==> src/rtl/md5_sweep_scheduler.sv <==
// md5_sweep_scheduler: feeds LANES-wide candidate blocks over a range to MD5 pipelines and resolves matches via a tag line.
// Optional RUNNING/DRAIN cycle counter on run_cycles when MD5_SWEEP_CYCLE_COUNT_EN is defined.
module md5_sweep_scheduler #(
    parameter int LANES     = 8,
    parameter int LANE_BITS = 3,
    parameter int CNT_WIDTH = 32,
    parameter int LATENCY   = 64
) (
    input  logic                 CLK,
    input  logic                 reset,
    input  logic                 enable_switch,
    input  logic                 restart,
    input  logic [CNT_WIDTH-1:0] range_start,
    input  logic [CNT_WIDTH-1:0] range_end,
    input  logic [LANES-1:0]     found_vec,
    output logic [CNT_WIDTH-1:0] cand_base,
    output logic                 status_paused,
    output logic                 status_running,
    output logic                 status_warming,
    output logic                 status_found,
    output logic                 status_done,
    output logic [CNT_WIDTH-1:0] found_value,
    output logic [LANE_BITS-1:0] found_lane,
    output logic [31:0]          run_cycles
);
    localparam int HW = CNT_WIDTH - LANE_BITS;
    localparam int CW = $clog2(LATENCY);
    typedef enum logic [2:0] {
        IDLE, WARMUP, WARMUP_PAUSED, RUNNING, RUNNING_PAUSED, DRAIN, FOUND, NOT_FOUND
    } state_t;
    state_t               state_q;
    logic [HW-1:0]        base_q, end_q;
    logic [CW-1:0]        cnt_q;
    logic [CNT_WIDTH-1:0] found_value_q;
    logic [LANE_BITS-1:0] found_lane_q, lane_d;
    logic [LATENCY-1:0]   tag_v_q;
    logic [HW-1:0]        tag_b_q [LATENCY];
    logic [LANES-1:0]     hit_vec_d;
    logic                 hit_d, push_d, terminal_d;
    logic                 unused_lsb;
    assign unused_lsb = ^{range_start[LANE_BITS-1:0], range_end[LANE_BITS-1:0]};
    // Only the block index is tracked; lane bits are implied by position in found_vec.
    always_comb begin
        push_d = state_q == RUNNING || state_q == RUNNING_PAUSED;
        terminal_d = state_q == FOUND || state_q == NOT_FOUND;
        hit_vec_d = (tag_v_q[LATENCY-1] && (push_d || state_q == DRAIN)) ? found_vec : '0;
        hit_d = |hit_vec_d;
        lane_d = '0;
        for (int i = LANES - 1; i >= 0; i--) lane_d = hit_vec_d[i] ? LANE_BITS'(i) : lane_d;
    end
    always_ff @(posedge CLK) begin
        tag_v_q <= (reset || (restart && terminal_d)) ? '0 : {tag_v_q[LATENCY-2:0], push_d};
        tag_b_q[0] <= base_q;
        for (int i = 1; i < LATENCY; i++) tag_b_q[i] <= tag_b_q[i-1];
    end
    always_ff @(posedge CLK) begin
        if (reset) begin
            state_q <= IDLE;
            base_q <= '0;
            end_q <= '0;
            cnt_q <= '0;
            found_value_q <= '0;
            found_lane_q <= '0;
        end else if (hit_d) begin
            state_q <= FOUND;
            found_lane_q <= lane_d;
            found_value_q <= {tag_b_q[LATENCY-1], lane_d};
        end else begin
            case (state_q)
                IDLE: if (enable_switch) begin
                    state_q <= WARMUP;
                    base_q <= range_start[CNT_WIDTH-1:LANE_BITS];
                    end_q <= range_end[CNT_WIDTH-1:LANE_BITS];
                    cnt_q <= '0;
                    found_value_q <= '0;
                    found_lane_q <= '0;
                end
                WARMUP: begin
                    cnt_q <= cnt_q + 1'b1;
                    if (cnt_q == CW'(LATENCY - 2)) state_q <= RUNNING;
                    else if (!enable_switch) state_q <= WARMUP_PAUSED;
                end
                WARMUP_PAUSED: if (enable_switch) state_q <= WARMUP;
                RUNNING: begin
                    if (base_q == end_q) begin
                        state_q <= DRAIN;
                        cnt_q <= '0;
                    end else if (!enable_switch) state_q <= RUNNING_PAUSED;
                    else base_q <= base_q + 1'b1;
                end
                RUNNING_PAUSED: if (enable_switch) state_q <= RUNNING;
                DRAIN: begin
                    cnt_q <= cnt_q + 1'b1;
                    if (cnt_q == CW'(LATENCY - 1)) state_q <= NOT_FOUND;
                end
                default: if (restart) state_q <= IDLE;
            endcase
        end
    end
`ifdef MD5_SWEEP_CYCLE_COUNT_EN
    logic [31:0] run_q;
    always_ff @(posedge CLK) begin
        if (reset || (state_q == IDLE && enable_switch)) run_q <= '0;
        else if ((state_q == RUNNING || state_q == DRAIN) && run_q != '1) run_q <= run_q + 1'b1;
    end
    assign run_cycles = run_q;
`else
    assign run_cycles = '0;
`endif
    assign cand_base = {base_q, LANE_BITS'(0)};
    assign found_value = found_value_q;
    assign found_lane = found_lane_q;
    assign status_paused = state_q inside {IDLE, WARMUP_PAUSED, RUNNING_PAUSED};
    assign status_running = state_q inside {WARMUP, WARMUP_PAUSED, RUNNING, RUNNING_PAUSED, DRAIN};
    assign status_warming = state_q inside {WARMUP, WARMUP_PAUSED};
    assign status_found = state_q == FOUND;
    assign status_done = terminal_d;
endmodule
==> config.mk <==
export PLATFORM = sky130hd
export DESIGN_NAME = md5_sweep_scheduler
export DESIGN_NICKNAME = d
export VERILOG_FILES = /design/src/rtl/md5_sweep_scheduler.sv
export SDC_FILE = /design/constraint.sdc
export NUM_CORES = 1
export LEC_CHECK = 0
export BUFFER_PORTS_ARGS = -buffer_cell sky130_fd_sc_hd__buf_4
export CORE_UTILIZATION = 55
export DETAILED_ROUTE_END_ITERATION = 7
export GPL_TIMING_DRIVEN = 0
export HOLD_SLACK_MARGIN = 0.1
export MAX_ROUTING_LAYER = met4
export PLACE_DENSITY = 0.72
export SYNTH_ARGS = -nofsm -noshare
export SYNTH_HDL_FRONTEND = slang
export SYNTH_SLANG_ARGS = --single-unit
==> constraint.sdc <==
create_clock -name CLK -period 3.2 [get_ports CLK]
set_input_delay 0 -clock CLK [delete_from_list [all_inputs] [get_ports CLK]]
set_output_delay 0 -clock CLK [all_outputs]
set_load 0.05 [all_outputs]
## After elaboration in Yosys (flattened, before gate mapping)

Memory sizes are Yosys's and may differ from the RTL's.
Cells that the tools add are included.
W data, S select, Z words.

| word-level totals | value |
|---|---|
| memories | 1 |
| input port bits | 76 |
| output and inout bits | 104 |
| flip-flop bits (word level) | 166 |
| bits in writable memories | 1,856 |
| word-level logic and storage cells | 94 |

| operators by class | value |
|---|---|
| equality and inequality tests | 24 |
| reduce and logical (&&, ||, !) cells | 26 |
| bitwise operators | 1 |
| mux-type cells | 32 |
| $add $sub $neg | 2 |

Memory list:

| name | words | width | rd ports | clocked after memory_dff | wr ports | line | RTL |
|---|---|---|---|---|---|---|---|
| tag_b_q | 64 | 29 | 64 | 0 | 64 | 37 | `logic [HW-1:0] tag_b_q [LATENCY];` |

Operator list:

| kind | number |
|---|---|
| $mux W32 | 3 |
| $mux W29 | 3 |
| $mux W3 | 20 |
| $pmux W29 S2 | 1 |
| $add A29 B1 Y29 const B | 1 |
| $eq A29 B29 Y1 | 1 |
| $pmux W6 S3 | 1 |
| $pmux W3 S5 | 1 |
| $eq A3 B3 Y1 const B | 4 |
| $eq A6 B6 Y1 const B | 2 |
| $mux W6 | 2 |
| $reduce_and A6 Y1 | 2 |
| $ne A2 B2 Y1 const B | 5 |
| $ne A3 B3 Y1 const B | 3 |
| $reduce_or A9 Y1 | 1 |
| $mux W8 | 1 |
| $reduce_bool A2 Y1 | 4 |
| $reduce_or A8 Y1 | 1 |
| $reduce_bool A7 Y1 | 1 |
| $add A6 B1 Y6 const B | 1 |
| $eq A3 B2 Y1 const B | 2 |
| $reduce_bool A3 Y1 | 2 |
| $reduce_bool A6 Y1 | 1 |
| $reduce_and A5 Y1 | 1 |
| 15 further kinds | 21 |

## Depth between registers and ports, before layout

| depth | value |
|---|---|
| depth after elaboration | 14 |
| gate-level depth with buffers | 9 |
| depth with buffers taken out | 7 |

## Worst setup path before layout

Ideal clock, no wire load.

| timing path | value |
|---|---|
| path kind | register -> register |
| start point | register base_q[16] |
| end point | register base_q[16] |
| required time | 3.083 ns |
| buffers on the path | 3 |
| stages on the path, launching flop included | 10 |
| setup time | 0.117 ns |
| path slack | 0.673 ns |
| period minus slack after synthesis | 2.527 ns |
| arrival time | 2.409 ns |
| cells stage by stage | dfxtp_1 clkbuf_1 xnor2_1 nand3_1 or4b_1 buf_2 nor3_4 nor2_2 buf_6 a32o_1 |

| between the ends | value |
|---|---|
| longest elaborated chain between the ends | 4 |
| elaborated cells between the ends (all ways) | 7 |
| those cells by class | 1 x add/sub; 2 x eq/ne; 3 x mux; 1 x reduce/logical |

Ends and longest elaborated chain:

| what | line | RTL |
|---|---|---|
| from (decl) | 32 | `logic [HW-1:0] base_q, end_q;` |
| from (signal assigned) | 72 | `base_q <= range_start[CNT_WIDTH-1:LANE_BITS];` |
| from (signal assigned) | 89 | `else base_q <= base_q + 1'b1;` |
| $add A29 B1 Y29 | 89 |  |
| $mux W29 | 88 | `end else if (!enable_switch) state_q <= RUNNING_PAUSED;` |
| $mux W29 | 85 | `if (base_q == end_q) begin` |
| $pmux W29 S2 | 69 | `case (state_q)` |

Parallel ways exist; a longest one is shown, timed or not. The select of a mux whose other input is x is not followed.
A chain may end at the register's enable or synchronous reset.

## Worst setup path after layout

| timing path | value |
|---|---|
| start point | input port found_vec[0] |
| end point | register found_value_q[27], in the netlist found_value[27] |

| between the ends | value |
|---|---|
| longest elaborated chain between the ends | 4 |
| elaborated cells between the ends (all ways) | 6 |
| those cells by class | 2 x mux; 4 x reduce/logical |

Ends and longest elaborated chain:

| what | line | RTL |
|---|---|---|
| from (decl) | 15 | `input logic [LANES-1:0] found_vec,` |
| $mux W8 * | 46 | `hit_vec_d = (tag_v_q[LATENCY-1] && (push_d \|\| state_q == DRAIN)) ? found_vec : '0;` |
| $reduce_or A8 Y1 * | 47 | `hit_d = \|hit_vec_d;` |
| $reduce_bool A2 Y1 (no source line) | - |  |
| $reduce_and A2 Y1 (no source line) | - |  |
| to (signal assigned) | 67 | `found_value_q <= {tag_b_q[LATENCY-1], lane_d};` |
| to (decl) | 34 | `logic [CNT_WIDTH-1:0] found_value_q;` |

Every way passes the cells marked *; elsewhere a longest branch is shown, timed or not.

==> impl_metrics.py <==
metrics = {
    "final_layout": {
        "finalNetCount": 3238,
        "layout.cells.non_filler": 4349,
        "seqCellArea_um2": 40400,
        "multi_input_area_um2": 3530,
        "fillerInstances": 5084,
        "fin_area_um2": 53800,
        "drive_above_1_share": 0.147,
        "area_growth_pct": 21.2,
    },
    "timing": {
        "drv_slew": 0,
        "finClkSkew_ns": 0.0458,
        "worstMarginPinSlew_ns": 1.23,
        "rsz0062_at_grt": "false",
        "hold_violations": 0,
        "worst_slack_ns": 0.111,
        "final.setup.tns_ns": 0,
        "fmax_mhz": 324,
        "final.min_clock_period_ns": 3.09,
        "setup_violations": 0,
        "min_period_over_period": 0.965,
        "maxSlewHeadroom": 0.171,
    },
    "route": {
        "vias": 19800,
        "wl_mm": 76.8,
        "drc_errors": 0,
        "antenna_left": 0,
        "drt-initial-drc-count": 1108,
        "dr.pass1.iters": 6,
        "wl_per_cell_um": 17.7,
        "via_per_inst": 4.55,
    },
    "clocking": {
        "root_buffer": "clkbuf_16",
        "tritoncts": "yes",
        "cts_max_path_buffers": 3,
        "cts_sinks": 2019,
        "clock_latency_ns": 0.74,
        "htreeDepth": 4,
        "cts_buffers": 171,
        "path_clk_slew_ns": 0.06,
    },
    "critical_path": {
        "critPathKind": "in2reg",
        "critPathMaxFanout": 10,
        "end_kind": "flip-flop",
        "cp-start-kind": "primary input",
        "startpoint": "found_vec[0]",
        "r2r_start": "base_q[5]",
        "worstPathArrival_ns": 3.73,
        "worstPathRequired_ns": 3.84,
    },
    "yosys": {
        "synth.avg_cell_area_um2": 16.4,
        "yosys-top-cells-area": "dfxtp_1 91%, nand2_1 1.1%, a21oi_1 0.99%",
        "ys_async_sr_fraction": 0,
        "yosysWarnings": 0,
        "synthFlopType": "dfxtp_1",
        "synth_area_leader_cell": "dfxtp_1",
        "syn-cell-area_um2": 44400,
        "synth-seq-cells": 2019,
        "synth_top_area_frac": 0.911,
        "synthDistinctLibCells": 71,
        "syn_inst": 2707,
        "synth_edf_count": 0,
        "synth-seq-area-share": 0.911,
    },
    "placement": {
        "dpl.hpwl_mm": 42.0,
        "dp.cells": 3928,
        "place_area_um2": 46900,
        "place_congestion": 0.876,
        "pre_cts_slack_ns": -0.191,
        "io_buffers": 136,
    },
    "global_route": {
        "grt_pass1_wl_mm": 120,
        "grt_max_degree": 17,
        "first_global_vias": 21400,
        "grt_antenna_before_repair": 3,
        "overflow": 0,
        "grt_util_all_layers": 0.199,
    },
    "floorplanning": {
        "initial_core_util": 0.559,
        "dieArea_um2": 81800,
        "rows": 103,
        "ios": 180,
        "core_um2": 79400,
        "die_x_um": 286,
        "die_y_um": 286,
    },
    "hold_path": {
        "min_from": "range_end[24]",
        "hp-class": "in2reg",
    },
    "run_status": {
        "status": "finished, final reports clean",
    },
    "job": {
        "cap_violations": 0,
    },
    "pwr": {
        "p_per_area_nw_per_um2": 929,
        "power.leakage_nw": 22.2,
        "peakVddDrop_mv": 0.514,
    },
}
sequential cells by signal, summed over array words and instances, names as in the netlist:
signal / cells
tag_v_q: 64
end_q: 29
state_q: 3
cnt_q: 6
tag_b_q: 1856
found_value: 32
base_q: 29
path summary, 6_finish.rpt:
kind,to,slack (ns),depth (start not counted)
setup / recovery,found_value[27],0.11,9
hold / removal,end_q[21],0.16,4
setup reg to reg,base_q[23],0.15,7
hold reg to reg,tag_b_q[0][348],0.30,0
cell usage after synthesis, types with 3 or more instances:
| cell type | instances |
|---|---|
| dfxtp_1 | 2019 |
| nand3_1 | 57 |
| and2_1 | 5 |
| buf_4 | 42 |
| nor2_1 | 31 |
| a31oi_1 | 15 |
| a21oi_1 | 88 |
| a32o_1 | 5 |
| xnor2_1 | 10 |
| a211oi_2 | 4 |
| clkbuf_1 | 48 |
| nand2_1 | 130 |
| nand4_1 | 7 |
| nor4_1 | 9 |
| o31ai_1 | 7 |
| nand4b_1 | 4 |
| a22oi_1 | 5 |
| or4_1 | 3 |
| inv_1 | 8 |
| buf_2 | 8 |
| ha_1 | 3 |
| o21ai_0 | 17 |
| o211ai_1 | 9 |
| nor3_1 | 12 |
| and4_1 | 5 |
| nor2b_1 | 4 |
| xor2_1 | 20 |
| o22ai_1 | 4 |
| and3_1 | 69 |
| or3_1 | 6 |
| a221oi_1 | 3 |
layer usage:
metal / GRT usage / wire length (µm) / vias to the layer above / share of wire
met3: 0.0498 / 4530 / 184 / 0.059
met2: 0.323 / 37100 / 551 / 0.48
li1: - / - / 9614 / -
met5: - / 0 / - / 0
met1: 0.240 / 33000 / 9441 / 0.43
met4: 0.0737 / 2150 / 0 / 0.028
metrics by stage:
step	utilization	total power [mW]	hold slack (ns)
2_1_floorplan	-	28.8	0.116
3_3_place_gp	0.590	29.4	0.224
3_5_place_dp	0.590	29.5	0.221
4_1_cts	0.677	50.6	0.103
5_1_grt	0.677	51.9	0.157
6_report	0.677	50.0	0.159
layout make-up:
| cell class | instances | share of cell area |
|---|---|---|
| antenna | 1 | 0.0000465 |
| multi-input combinational | 614 | 0.0657 |
| timing repair buffer | 245 | 0.0391 |
| buffer | 100 | 0.0104 |
| sequential | 2019 | 0.752 |
| clock buffer | 252 | 0.0931 |
| clock inverter | 60 | 0.0151 |
| inverter | 8 | 0.000558 |
| tap | 1050 | 0.0244 |
report_power, final:
part	switching, mW	internal [mW]	total (mW)
Combinational	0.820	0.446	1.27
Sequential	0.697	27.2	27.8
Clock	8.98	11.9	20.9
worst max-delay path, cell delays in order:
cell and delay [ns]:
dlygate4sd3_1 0.54, buf_4 0.14, dlygate4sd3_1 0.56, or4_4 0.45, o221ai_2 0.42, clkbuf_1 0.71
buf_2 0.52, nand3_1 0.16, a21oi_1 0.22
placed cells by master, fill, tap and decap left out, types with 5 or more instances in the layout:
cell,Yosys,layout
dlygate4sd3_1,0,106
or3_1,6,6
nor4_1,9,9
buf_2,8,7
and4_1,5,5
clkinv_16,0,5
a32o_1,5,5
nor2_1,31,31
conb_1,1,35
clkinv_2,0,27
clkbuf_8,0,36
nand4_1,7,7
clkinvlp_4,0,5
nor3_1,12,12
bufinv_16,0,11
clkbuf_16,0,174
buf_4,42,181
clkbuf_1,48,90
xnor2_1,10,10
o31ai_1,7,7
o211ai_1,9,9
and3_1,69,69
o21ai_0,17,17
nand2_1,130,130
dfxtp_1,2019,2015
inv_1,8,8
a22oi_1,5,5
a21oi_1,88,88
a31oi_1,15,15
inv_6,0,6
nand3_1,57,55
xor2_1,20,20
and2_1,5,5
logic make-up (layout without fill, tap and decap cells):
logic type,count (synthesis),in the layout,synth area share
multiplexers,1,1,0.000226
flip-flops,2019,2019,0.911
adder cells (fa/ha/maj),3,3,0.000846
other,1,36,0.0000845
AO/OA/AOI/OAI,185,185,0.0270
buffers and inverters,108,665,0.0132
AND/OR/NAND/NOR,360,360,0.0420
XOR/XNOR,30,30,0.00592
what timing repair did:
item | CTS | global route
setup endpoints to repair | 14 | 10
setup buffers | 0 | 2
cloned | 0 | 0
gates resized for setup | 3 | 6
hold buffers | 106 | 0
hold endpoints to repair | 67 | 0
No activity file was read; power rests on OpenSTA's default activity.
